==> src/rtl/fetch_pkg.sv <==
// fetch_pkg: shared types for the instruction fetch unit.
//   fetch_state_t : fetch FSM state (IDLE, BUSY, DROP)
//   fetch_entry_t : one buffered fetch result {instr, pc, misaligned}
//   NOP_INSTR     : instruction substituted for misaligned fetches
package fetch_pkg;

    localparam int INSTR_W = 32;
    localparam int PC_W    = 32;

    localparam logic [INSTR_W-1:0] NOP_INSTR = 32'h0000_0013;

    typedef enum logic [1:0] {
        IDLE,
        BUSY,
        DROP
    } fetch_state_t;

    typedef struct packed {
        logic [INSTR_W-1:0] instr;
        logic [PC_W-1:0]    pc;
        logic               misaligned;
    } fetch_entry_t;

endpackage

==> src/rtl/fetch_fifo.sv <==
// fetch_fifo: show-ahead FIFO of fetch_entry_t for the decode stage.
//   clk, rst   : clock, synchronous active-low reset
//   clear      : synchronous flush, empties the FIFO (wins over push/pop)
//   push/wdata : write one entry (ignored when full)
//   pop        : drop the head entry (ignored when empty)
//   head       : current head entry, all zero when empty
//   count      : number of stored entries (0..DEPTH)
module fetch_fifo
    import fetch_pkg::*;
#(
    parameter int DEPTH = 4,
    parameter int CW    = $clog2(DEPTH) + 1
) (
    input  logic          clk,
    input  logic          rst,
    input  logic          clear,
    input  logic          push,
    input  fetch_entry_t  wdata,
    input  logic          pop,
    output fetch_entry_t  head,
    output logic [CW-1:0] count
);

    localparam int PW = $clog2(DEPTH);
    localparam logic [CW-1:0] FULL = CW'(DEPTH);

    fetch_entry_t  mem [DEPTH];
    logic [PW-1:0] wptr;
    logic [PW-1:0] rptr;
    logic          do_push;
    logic          do_pop;

    assign do_push = push && (count < FULL);
    assign do_pop  = pop && (count != '0);

    // Pointers are log2(DEPTH) bits wide, so they wrap on their own.
    always_ff @(posedge clk) begin
        if (!rst || clear) begin
            wptr  <= '0;
            rptr  <= '0;
            count <= '0;
        end else begin
            if (do_push) begin
                mem[wptr] <= wdata;
                wptr      <= wptr + 1'b1;
            end
            if (do_pop)
                rptr <= rptr + 1'b1;
            if (do_push && !do_pop)
                count <= count + 1'b1;
            else if (!do_push && do_pop)
                count <= count - 1'b1;
        end
    end

    assign head = (count != '0) ? mem[rptr] : '0;

endmodule

==> src/rtl/fetch_unit.sv <==
// fetch_unit: instruction fetch between the PC stage and decode.
//   clk, rst                      : clock, synchronous active-low reset
//   pc_addr/pc_valid/pc_ready     : fetch address handshake from the PC stage
//   flush                         : redirect; drops buffered and in-flight fetches
//   imem_req/imem_addr            : one outstanding read, held until imem_ack
//   imem_ack/imem_rdata           : read completion and data
//   instr/instr_pc/instr_misaligned/instr_valid/instr_ready : FIFO head to decode
// DATA_WIDTH/ADDR_WIDTH must match the widths of fetch_entry_t in fetch_pkg.
module fetch_unit
    import fetch_pkg::*;
#(
    parameter int DATA_WIDTH = INSTR_W,
    parameter int ADDR_WIDTH = PC_W,
    parameter int DEPTH      = 4
) (
    input  logic                  clk,
    input  logic                  rst,
    input  logic [ADDR_WIDTH-1:0] pc_addr,
    input  logic                  pc_valid,
    output logic                  pc_ready,
    input  logic                  flush,
    output logic                  imem_req,
    output logic [ADDR_WIDTH-1:0] imem_addr,
    input  logic                  imem_ack,
    input  logic [DATA_WIDTH-1:0] imem_rdata,
    output logic [DATA_WIDTH-1:0] instr,
    output logic [ADDR_WIDTH-1:0] instr_pc,
    output logic                  instr_misaligned,
    output logic                  instr_valid,
    input  logic                  instr_ready
);

    localparam int CW = $clog2(DEPTH) + 1;
    localparam logic [CW-1:0] FULL = CW'(DEPTH);

    fetch_state_t  state;
    fetch_entry_t  push_entry;
    fetch_entry_t  head;
    logic          push;
    logic          accept;
    logic          aligned;
    logic [CW-1:0] count;

    // Space is checked at accept time; with only one fetch outstanding the
    // later push can never find the FIFO full.
    assign pc_ready = (state == IDLE) && (count < FULL) && !flush && rst;
    assign accept   = pc_valid && pc_ready;
    assign aligned  = (pc_addr[1:0] == 2'b00);

    always_comb begin
        push       = 1'b0;
        push_entry = '0;
        if (accept && !aligned) begin
            // Misaligned fetch never reaches memory; decode sees a flagged NOP.
            push       = 1'b1;
            push_entry = '{instr: NOP_INSTR, pc: pc_addr, misaligned: 1'b1};
        end else if (state == BUSY && imem_ack && !flush) begin
            push       = 1'b1;
            push_entry = '{instr: imem_rdata, pc: imem_addr, misaligned: 1'b0};
        end
    end

    always_ff @(posedge clk) begin
        if (!rst) begin
            state     <= IDLE;
            imem_req  <= 1'b0;
            imem_addr <= '0;
        end else begin
            case (state)
                IDLE: begin
                    if (accept && aligned) begin
                        imem_addr <= pc_addr;
                        imem_req  <= 1'b1;
                        state     <= BUSY;
                    end
                end
                BUSY: begin
                    if (imem_ack) begin
                        imem_req <= 1'b0;
                        state    <= IDLE;
                    end else if (flush) begin
                        // The bus read cannot be cancelled; wait it out in DROP.
                        state <= DROP;
                    end
                end
                DROP: begin
                    if (imem_ack) begin
                        imem_req <= 1'b0;
                        state    <= IDLE;
                    end
                end
                default: begin
                    imem_req <= 1'b0;
                    state    <= IDLE;
                end
            endcase
        end
    end

    fetch_fifo #(
        .DEPTH (DEPTH),
        .CW    (CW)
    ) u_fifo (
        .clk   (clk),
        .rst   (rst),
        .clear (flush),
        .push  (push),
        .wdata (push_entry),
        .pop   (instr_ready),
        .head  (head),
        .count (count)
    );

    assign instr            = head.instr;
    assign instr_pc         = head.pc;
    assign instr_misaligned = head.misaligned;
    assign instr_valid      = (count != '0);

endmodule

==> config.mk <==
export PLATFORM = sky130hd
export DESIGN_NAME = fetch_unit
export DESIGN_NICKNAME = d
export VERILOG_FILES = /design/src/rtl/fetch_pkg.sv /design/src/rtl/fetch_fifo.sv /design/src/rtl/fetch_unit.sv
export SDC_FILE = /design/constraint.sdc
export NUM_CORES = 1
export LEC_CHECK = 0
export ABC_CLOCK_PERIOD_IN_PS = 7300
export CAP_MARGIN = 40
export CORE_ASPECT_RATIO = 1.5
export CORE_MARGIN = 1.5
export CORE_UTILIZATION = 59
export DETAILED_ROUTE_END_ITERATION = 12
export PLACE_DENSITY = 0.95
export SYNTH_ARGS = -nofsm -noshare
export SYNTH_HDL_FRONTEND = slang
export SYNTH_HIERARCHICAL = 1
export SYNTH_SLANG_ARGS = --single-unit
==> constraint.sdc <==
create_clock -name clk -period 7.3 [get_ports clk]
set_input_delay 0.73 -clock clk [delete_from_list [all_inputs] [get_ports clk]]
set_output_delay 0.73 -clock clk [all_outputs]
set_load 0.02 [all_outputs]
==> impl_metrics.csv, run 1 <==
group,metric,value,unit
outcome,run_status,"finished clean",
global_routing,grt_first_pass_wirelength,42700,µm
clock_tree,cts_setup_buffers,0,
global_routing,first_global_vias,7369,
clock_tree,clkLatencyLatePin,0.53,ns
route,wire_per_inst,23.0,µm
route,finalWirelength,27800,µm
worst_setup_path,critPathMaxFanout,69,
floorplanning,boundaryPins,170,
clock_tree,cts_inserted_buffers,25,
global_routing,antenna_found_initial,0,
synth,synth_top_family_by_area,"multiplexers",
sta,final_max_slew_viol_count,0,
floorplanning,core_region_area,20500,µm²
route,via_per_inst,6.02,
route,detailroute.via_count,7273,
sta,timing.max_slew.rel_slack,0.460,
clock_tree,register_clock_pin_slew_on_the_reported_worst_setup_and_hold_paths,0.07,ns
synth,syn_avg_cell_area,16.2,µm²
global_routing,globalRouteMet2Util,0.444,
power,p_leak,4.78,nW
layout,finish.net_count,1006,
clock_tree,clock-sinks,304,
route,drt_first_iter_violations,725,
worst_setup_path,critical_path.max_stage_delay,0.64,ns
clock_tree,h-tree-depth,1,
route,drc_violations_left,0,
synth,synthMuxAreaShare,0.121,
sta,finalSetupViolCount,0,
global_routing,grt_most_used_layer,"met2",
route,drtPass1Iterations,6,
worst_setup_path,worstSetupEndpointType,"register",
layout,final-instance-count-excl-fill,1209,
worst_setup_path,worstPathBufferInverterCount,3,
synth,synthesized_area_fraction_occupied_by_xor_and_xnor_cells,0.00282,
worst_setup_path,setup.worst_path.class,"input pin to register",
sta,setup_total_negative_slack,0,ns
clock_tree,clock_root_buffer_master,"clkbuf_16",
synth,synthAdderAreaFrac,0.0107,
floorplanning,std_cell_rows,64,
clock_tree,cts_tree,"yes",
power,power-per-cell-area,249,nW/µm²
route,antenna_left,0,
synth,synth_cells,765,
sta,min_period,4.21,ns
layout,insertedDiodeCount,0,
synth,postSynth.asyncResetShare,0,
synth,synth_compound_gate_area_share,0.0396,
worst_setup_path,signal_arrival_time_at_the_worst_endpoint,4.66,ns
place,place.detailed.instances,1163,
synth,synth_edf_count,260,
global_routing,grtUsageMet1,0.332,
worst_setup_path,crit_chain,"clkdlybuf4s50_1, buf_4, and4bb_4, o211a_4, or2_2, nor2b_1, ha_1, inv_1, fa_1, xor2_1, or3_1, a21oi_1",
sta,period_share,0.577,
min_path,worst_hold_path_type,"register to register",
sta,unrepaired_setup_endpoints_after_global_routing,"false",
synth,dominantRegCellSynth,"edfxtp_1",
place,place.gp.congestion,0.827,
global_routing,pin_count_of_the_biggest_net_entering_global_routing,70,
clock_tree,post_cts.resized_instances,0,
run,cap_violations,0,
clock_tree,cts_max_path_buffers,3,
min_path,min_delay_path_depth,2,
sta,tightest_slew,0.810,ns
synth,mappedNetlistArea,12400,µm²
worst_setup_path,crit_family,"simple AND/OR/NAND/NOR gates",
synth,netlist_top_cells_area,"edfxtp_1 63%, mux4_2 12%, dfxtp_1 7.1%, nand2_1 3.8%, nor2b_1 3.2%",
worst_setup_path,worst-path-stages,12,
place,dpl_worst_slack,2.67,ns
place,place.detailed.hpwl,16700,µm
place,io_buffer_count,169,
power,irDropWorstVdd,0.176,mV
sta,layout_setup_ws,3.09,ns
sta,hold_violations,0,
layout,share_of_cells_above_drive_strength_1,0.135,
worst_setup_path,slowest_stage,"o211a_4",
synth,synth_nets,845,
sta,fin_worst_skew,0.0203,ns
synth,synth_simple_gate_area_share,0.101,
synth,synth_top_cell_area_share,0.628,
clock_tree,post_cts_hold_buffer_count,0,
synth,synth_cell_types,37,
synth,synth_seq_cells,304,
synth,yosys.area.top_type,"edfxtp_1",
worst_setup_path,setup.worst_path.start_class,"input pin",
worst_setup_path,worst_r2r_path_cells,12,
floorplanning,die_w,121,µm
synth,ys_seq_area_frac,0.699,
synth,yosysWarnings,6,
global_routing,grt.met3_usage,0.0467,
floorplanning,initial_utilization,0.606,
floorplanning,die_y,181,µm
global_routing,grt_overflow_total,0,
global_routing,grt_usage,0.259,
floorplanning,fp.dieArea,22000,µm²
sta,maxClockFrequency,237,MHz
layout,area_growth_syn_to_layout,22.0,%
worst_setup_path,worst_ep_required_time,7.75,ns
==> final cells by class <==
type | instances | area [µm²]
clock buffers | 32 | 672
clock inverters | 14 | 97.6
fillers | 1203 | 5350
inverters | 6 | 22.5
multi-input cells | 408 | 3440
flip-flops and latches | 304 | 8700
well taps | 264 | 330
repair buffers | 181 | 1890
==> cells by family (layout without fill, tap and decap cells) <==
| group | after synthesis | count (layout) |
|---|---|---|
| AOI/OAI and AO/OA | 75 | 75 |
| DFF | 304 | 304 |
| buffers and inverters | 53 | 233 |
| adders and majority gates | 10 | 10 |
| xor gates and xnor gates | 4 | 4 |
| muxes | 69 | 69 |
| and+or+nand+nor | 250 | 250 |
==> metrics by stage <==
stage | util | total power [W] | area, µm² | hold WS [ns]
floorplan | - | 0.00226 | 12400 | 0.455
global placement | 0.694 | 0.00250 | 14200 | 0.456
detailed placement | 0.702 | 0.00252 | 14400 | 0.473
CTS | 0.739 | 0.00378 | 15200 | 0.485
global route | 0.739 | 0.00388 | 15200 | 0.512
finish | 0.739 | 0.00377 | 15200 | 0.484
==> synth_stat cells, drive strengths merged, types with 4 or more instances <==
master  count
inv         6
dfxtp      44
nor2b      65
and2       31
nor2        7
and2b       4
edfxtp    260
buf        28
mux2i       4
nand2     127
clkbuf     19
and3        7
ha          9
mux4       65
a21boi     30
o21ai      33
==> per-layer routing <==
layer,up-vias,wire length [µm]
li1,3159,-
met1,3660,10300
met2,380,14400
met3,74,2070
met4,0,989
met5,-,0
==> final timing paths <==
kind	start	slack [ns]	endpoint
max	rst	3.09	u_fifo/count[2]
min reg2reg	imem_addr[13]	0.48	imem_addr[13]
min	imem_addr[13]	0.48	imem_addr[13]
max reg2reg	state[0]	3.49	u_fifo/count[2]
==> power by group <==
part	switching [W]	internal, W	total, W
combinational	0.000305	0.000264	0.000569
sequential	0.0000194	0.00190	0.00192
clock	0.000594	0.000688	0.00128
==> worst register-to-register path, stage by stage (launching register included) <==
cell,delay [ns]
dfxtp_1,0.34
inv_1,0.12
ha_1,0.20
and4bb_4,0.28
o211a_4,0.64
or2_2,0.23
nor2b_1,0.47
ha_1,0.29
inv_1,0.07
fa_1,0.39
xor2_1,0.19
or3_1,0.35
a21oi_1,0.15
==> sequential cells by signal, summed over array words and instances, names as in the netlist, named ones only <==
| register | cells |
|---|---|
| imem_req | 1 |
| imem_addr | 32 |
| u_fifo/mem | 260 |
| u_fifo/wptr | 2 |
| u_fifo/count | 3 |
| u_fifo/rptr | 2 |
| state | 2 |
==> placed cells by master, fill, tap and decap left out, types with 3 or more instances in the layout <==
cell type / count
and3_4: 4
clkbuf_1: 5
nor2_1: 7
xor2_1: 3
and2b_1: 4
and2_1: 31
nand2_1: 127
a21o_1: 3
clkdlybuf4s50_1: 169
ha_1: 9
mux2i_1: 4
clkinv_2: 8
mux4_2: 65
dfxtp_1: 42
clkbuf_16: 25
o21ai_0: 33
edfxtp_1: 260
buf_4: 5
a21boi_0: 30
buf_16: 4
a21oi_1: 3
nor2b_1: 64
inv_1: 6
or3_1: 3
clkinv_1: 3
(Power assumes the default switching activity.)
==> run 2, diff against run 1 <==
Settings changed: ABC_CLOCK_PERIOD_IN_PS 7300 to 4000, CORE_UTILIZATION 59 to 55, PLACE_DENSITY 0.95 to 0.91.
Clock period 7.3 ns to 4 ns, I/O delays scaled along.
==> impl_metrics.csv, run 2 (synthesis results as in run 1) <==
group,metric,value,unit
global_routing,grt_usage,0.215,
min_path,holdPathEnd,"imem_addr[5]",
layout,mostFrequentLayoutCells,"260 x edfxtp_1, 169 x clkdlybuf4s50_1, 127 x nand2_1",
worst_setup_path,worst_r2r_path_cells,12,
power,netSwitchingFraction,0.238,
route,drtPass1Iterations,10,
worst_setup_path,worst_ep_required_time,3.60,ns
sta,finalSetupViolCount,0,
clock_tree,register_clock_pin_slew_on_the_reported_worst_setup_and_hold_paths,0.07,ns
run,cap_violations,0,
worst_setup_path,critical_path.max_stage_delay,0.67,ns
route,detailroute.via_count,6901,
worst_setup_path,setup.worst_path.class,"register to output port",
worst_setup_path,reg2reg_to,"u_fifo/count[2]",
global_routing,pin_count_of_the_biggest_net_entering_global_routing,68,
route,drt_first_iter_violations,508,
worst_setup_path,r2r_start,"state[1]",
min_path,holdCritStartpoint,"pc_addr[5]",
global_routing,grt_first_pass_wirelength,38700,µm
clock_tree,h-tree-depth,1,
clock_tree,clock-sinks,304,
worst_setup_path,worstPathBufferInverterCount,2,
sta,setup_total_negative_slack,0,ns
route,finalWirelength,24900,µm
route,drc_violations_left,9,
min_path,min_delay_path_depth,3,
clock_tree,cts_max_path_buffers,3,
clock_tree,cts_tree,"yes",
place,place.detailed.instances,1178,
global_routing,antenna_found_initial,0,
sta,hold_violations,0,
global_routing,first_global_vias,7095,
layout,area_growth_syn_to_layout,22.3,%
layout,share_of_cells_above_drive_strength_1,0.135,
floorplanning,die_w,126,µm
worst_setup_path,critPathMaxFanout,24,
sta,fin_worst_skew,0.0136,ns
clock_tree,cts_inserted_buffers,26,
sta,maxClockFrequency,302,MHz
global_routing,grt_overflow_total,0,
floorplanning,core_region_area,22300,µm²
clock_tree,clock_root_buffer_master,"clkbuf_16",
sta,tightest_slew,0.812,ns
worst_setup_path,slowest_stage,"dfxtp_4",
sta,final_max_slew_viol_count,0,
floorplanning,fp.dieArea,23500,µm²
layout,insertedDiodeCount,0,
outcome,violations,"DRC",
power,power-per-cell-area,452,nW/µm²
place,io_buffer_count,169,
layout,reg.largest.list,"u_fifo/mem x260, imem_addr x32, u_fifo/count x3",
place,place.gp.congestion,0.805,
route,antenna_left,0,
power,p_sw,0.00163,W
worst_setup_path,worstSetupEndpointType,"output port",
power,seq_power_share,0.509,
sta,unrepaired_setup_endpoints_after_global_routing,"false",
layout,largest_reg_flops,260,
floorplanning,die_y,187,µm
power,internal_power,0.00524,W
place,place.detailed.hpwl,15500,µm
clock_tree,post_cts.resized_instances,0,
layout,finish.net_count,1010,
sta,timing.max_slew.rel_slack,0.458,
floorplanning,boundaryPins,170,
layout,regMostFlops,"u_fifo/mem",
clock_tree,post_cts_hold_buffer_count,0,
power,p_comb_frac,0.150,
layout,final_common_cell,"edfxtp_1",
floorplanning,initial_utilization,0.557,
route,wire_per_inst,20.3,µm
worst_setup_path,signal_arrival_time_at_the_worst_endpoint,2.91,ns
power,p_leak,4.79,nW
sta,min_period,3.31,ns
worst_setup_path,setup.worst_path.start_class,"register",
worst_setup_path,crit_family,"buffers and inverters",
min_path,worst_hold_path_type,"input pin to register",
power,irDropWorstVdd,0.305,mV
power,clock_power_share,0.341,
worst_setup_path,reg2reg_slack,0.91,ns
worst_setup_path,crit_chain,"buf_4, mux4_2, nor2b_1, clkdlybuf4s50_1",
clock_tree,cts_setup_buffers,0,
floorplanning,std_cell_rows,67,
clock_tree,clkLatencyLatePin,0.52,ns
sta,period_share,0.828,
route,via_per_inst,5.63,
layout,fillCellCount,1450,
layout,final-instance-count-excl-fill,1226,
outcome,run_status,"finished, violations left",
==> run 2: changes by cell type in the layout (fill, tap and decap cells not counted) <==
cell	previous run	this run
buf_12	2	5
clkinv_1	3	9
buf_8	0	1
buf_16	4	1
clkinv_2	8	5
clkinv_4	0	1
buf_4	5	8
clkbuf_1	5	4
inv_6	1	0
clkbuf_16	25	27
buf_6	1	0
clkbuf_8	2	0
==> run 2: worst max path at each step <==
stage / from / endpoint / depth (start not counted) / slack (ns)
after global placement: flush / u_fifo/count[2] / 11 / 0.71
after global routing: register / instr_pc[30] / 4 / 0.50
final: register / instr_pc[30] / 4 / 0.69
after CTS: register / instr_pc[30] / 4 / 0.60
after detailed placement: flush / u_fifo/count[2] / 11 / 0.60
after floorplan: state[0] / u_fifo/mem[0][0] / 9 / 0.30
==> run 2: through the flow <==
stage	worst slack (ns)	hold WS, ns	total power (W)	utilization	area (µm²)
2_1_floorplan	0.304	0.455	0.00413	-	12400
5_1_grt	0.501	0.482	0.00709	0.682	15200
3_5_place_dp	0.603	0.473	0.00460	0.646	14400
3_3_place_gp	0.712	0.459	0.00459	0.644	14400
6_report	0.690	0.468	0.00687	0.682	15200
4_1_cts	0.605	0.448	0.00692	0.682	15200
==> run 2: power by group through the flow <==
stage / clock (W) / combinational, W / sequential (W)
6_report: 0.00234 / 0.00103 / 0.00350
5_1_grt: 0.00249 / 0.00110 / 0.00350
4_1_cts: 0.00238 / 0.00104 / 0.00350
3_5_place_dp: 0 / 0.00104 / 0.00357
3_3_place_gp: 0 / 0.00103 / 0.00356
2_1_floorplan: 0 / 0.000574 / 0.00356
==> run 2: area by class of cell <==
class / instances / area (µm²) / share of cell area
clock buffer: 31 / 691 / 0.0454
clock inverter: 17 / 105 / 0.00692
inverter: 6 / 22.5 / 0.00148
multi-input combinational: 408 / 3440 / 0.227
sequential: 304 / 8700 / 0.572
tap: 276 / 345 / 0.0227
timing repair buffer: 184 / 1890 / 0.125
==> run 2: worst register-to-register path, delay by kind of cell, from the launching register on <==
kind | cells | cell delay (ns)
xor gates and xnor gates | 1 | 0.18
buffers and inverters | 2 | 0.18
and+or+nand+nor | 4 | 1.16
AOI/OAI and AO/OA | 2 | 0.31
DFF | 1 | 0.33
adders and majority gates | 3 | 0.88
==> run 2: metal layers <==
metal | vias up | routed length (µm) | track usage
met5 | - | 0 | 0
met1 | 3475 | 9680 | 0.266
met3 | 43 | 1210 | 0.0277
met4 | 0 | 800 | 0.0792
met2 | 206 | 13200 | 0.386
li1 | 3177 | - | -
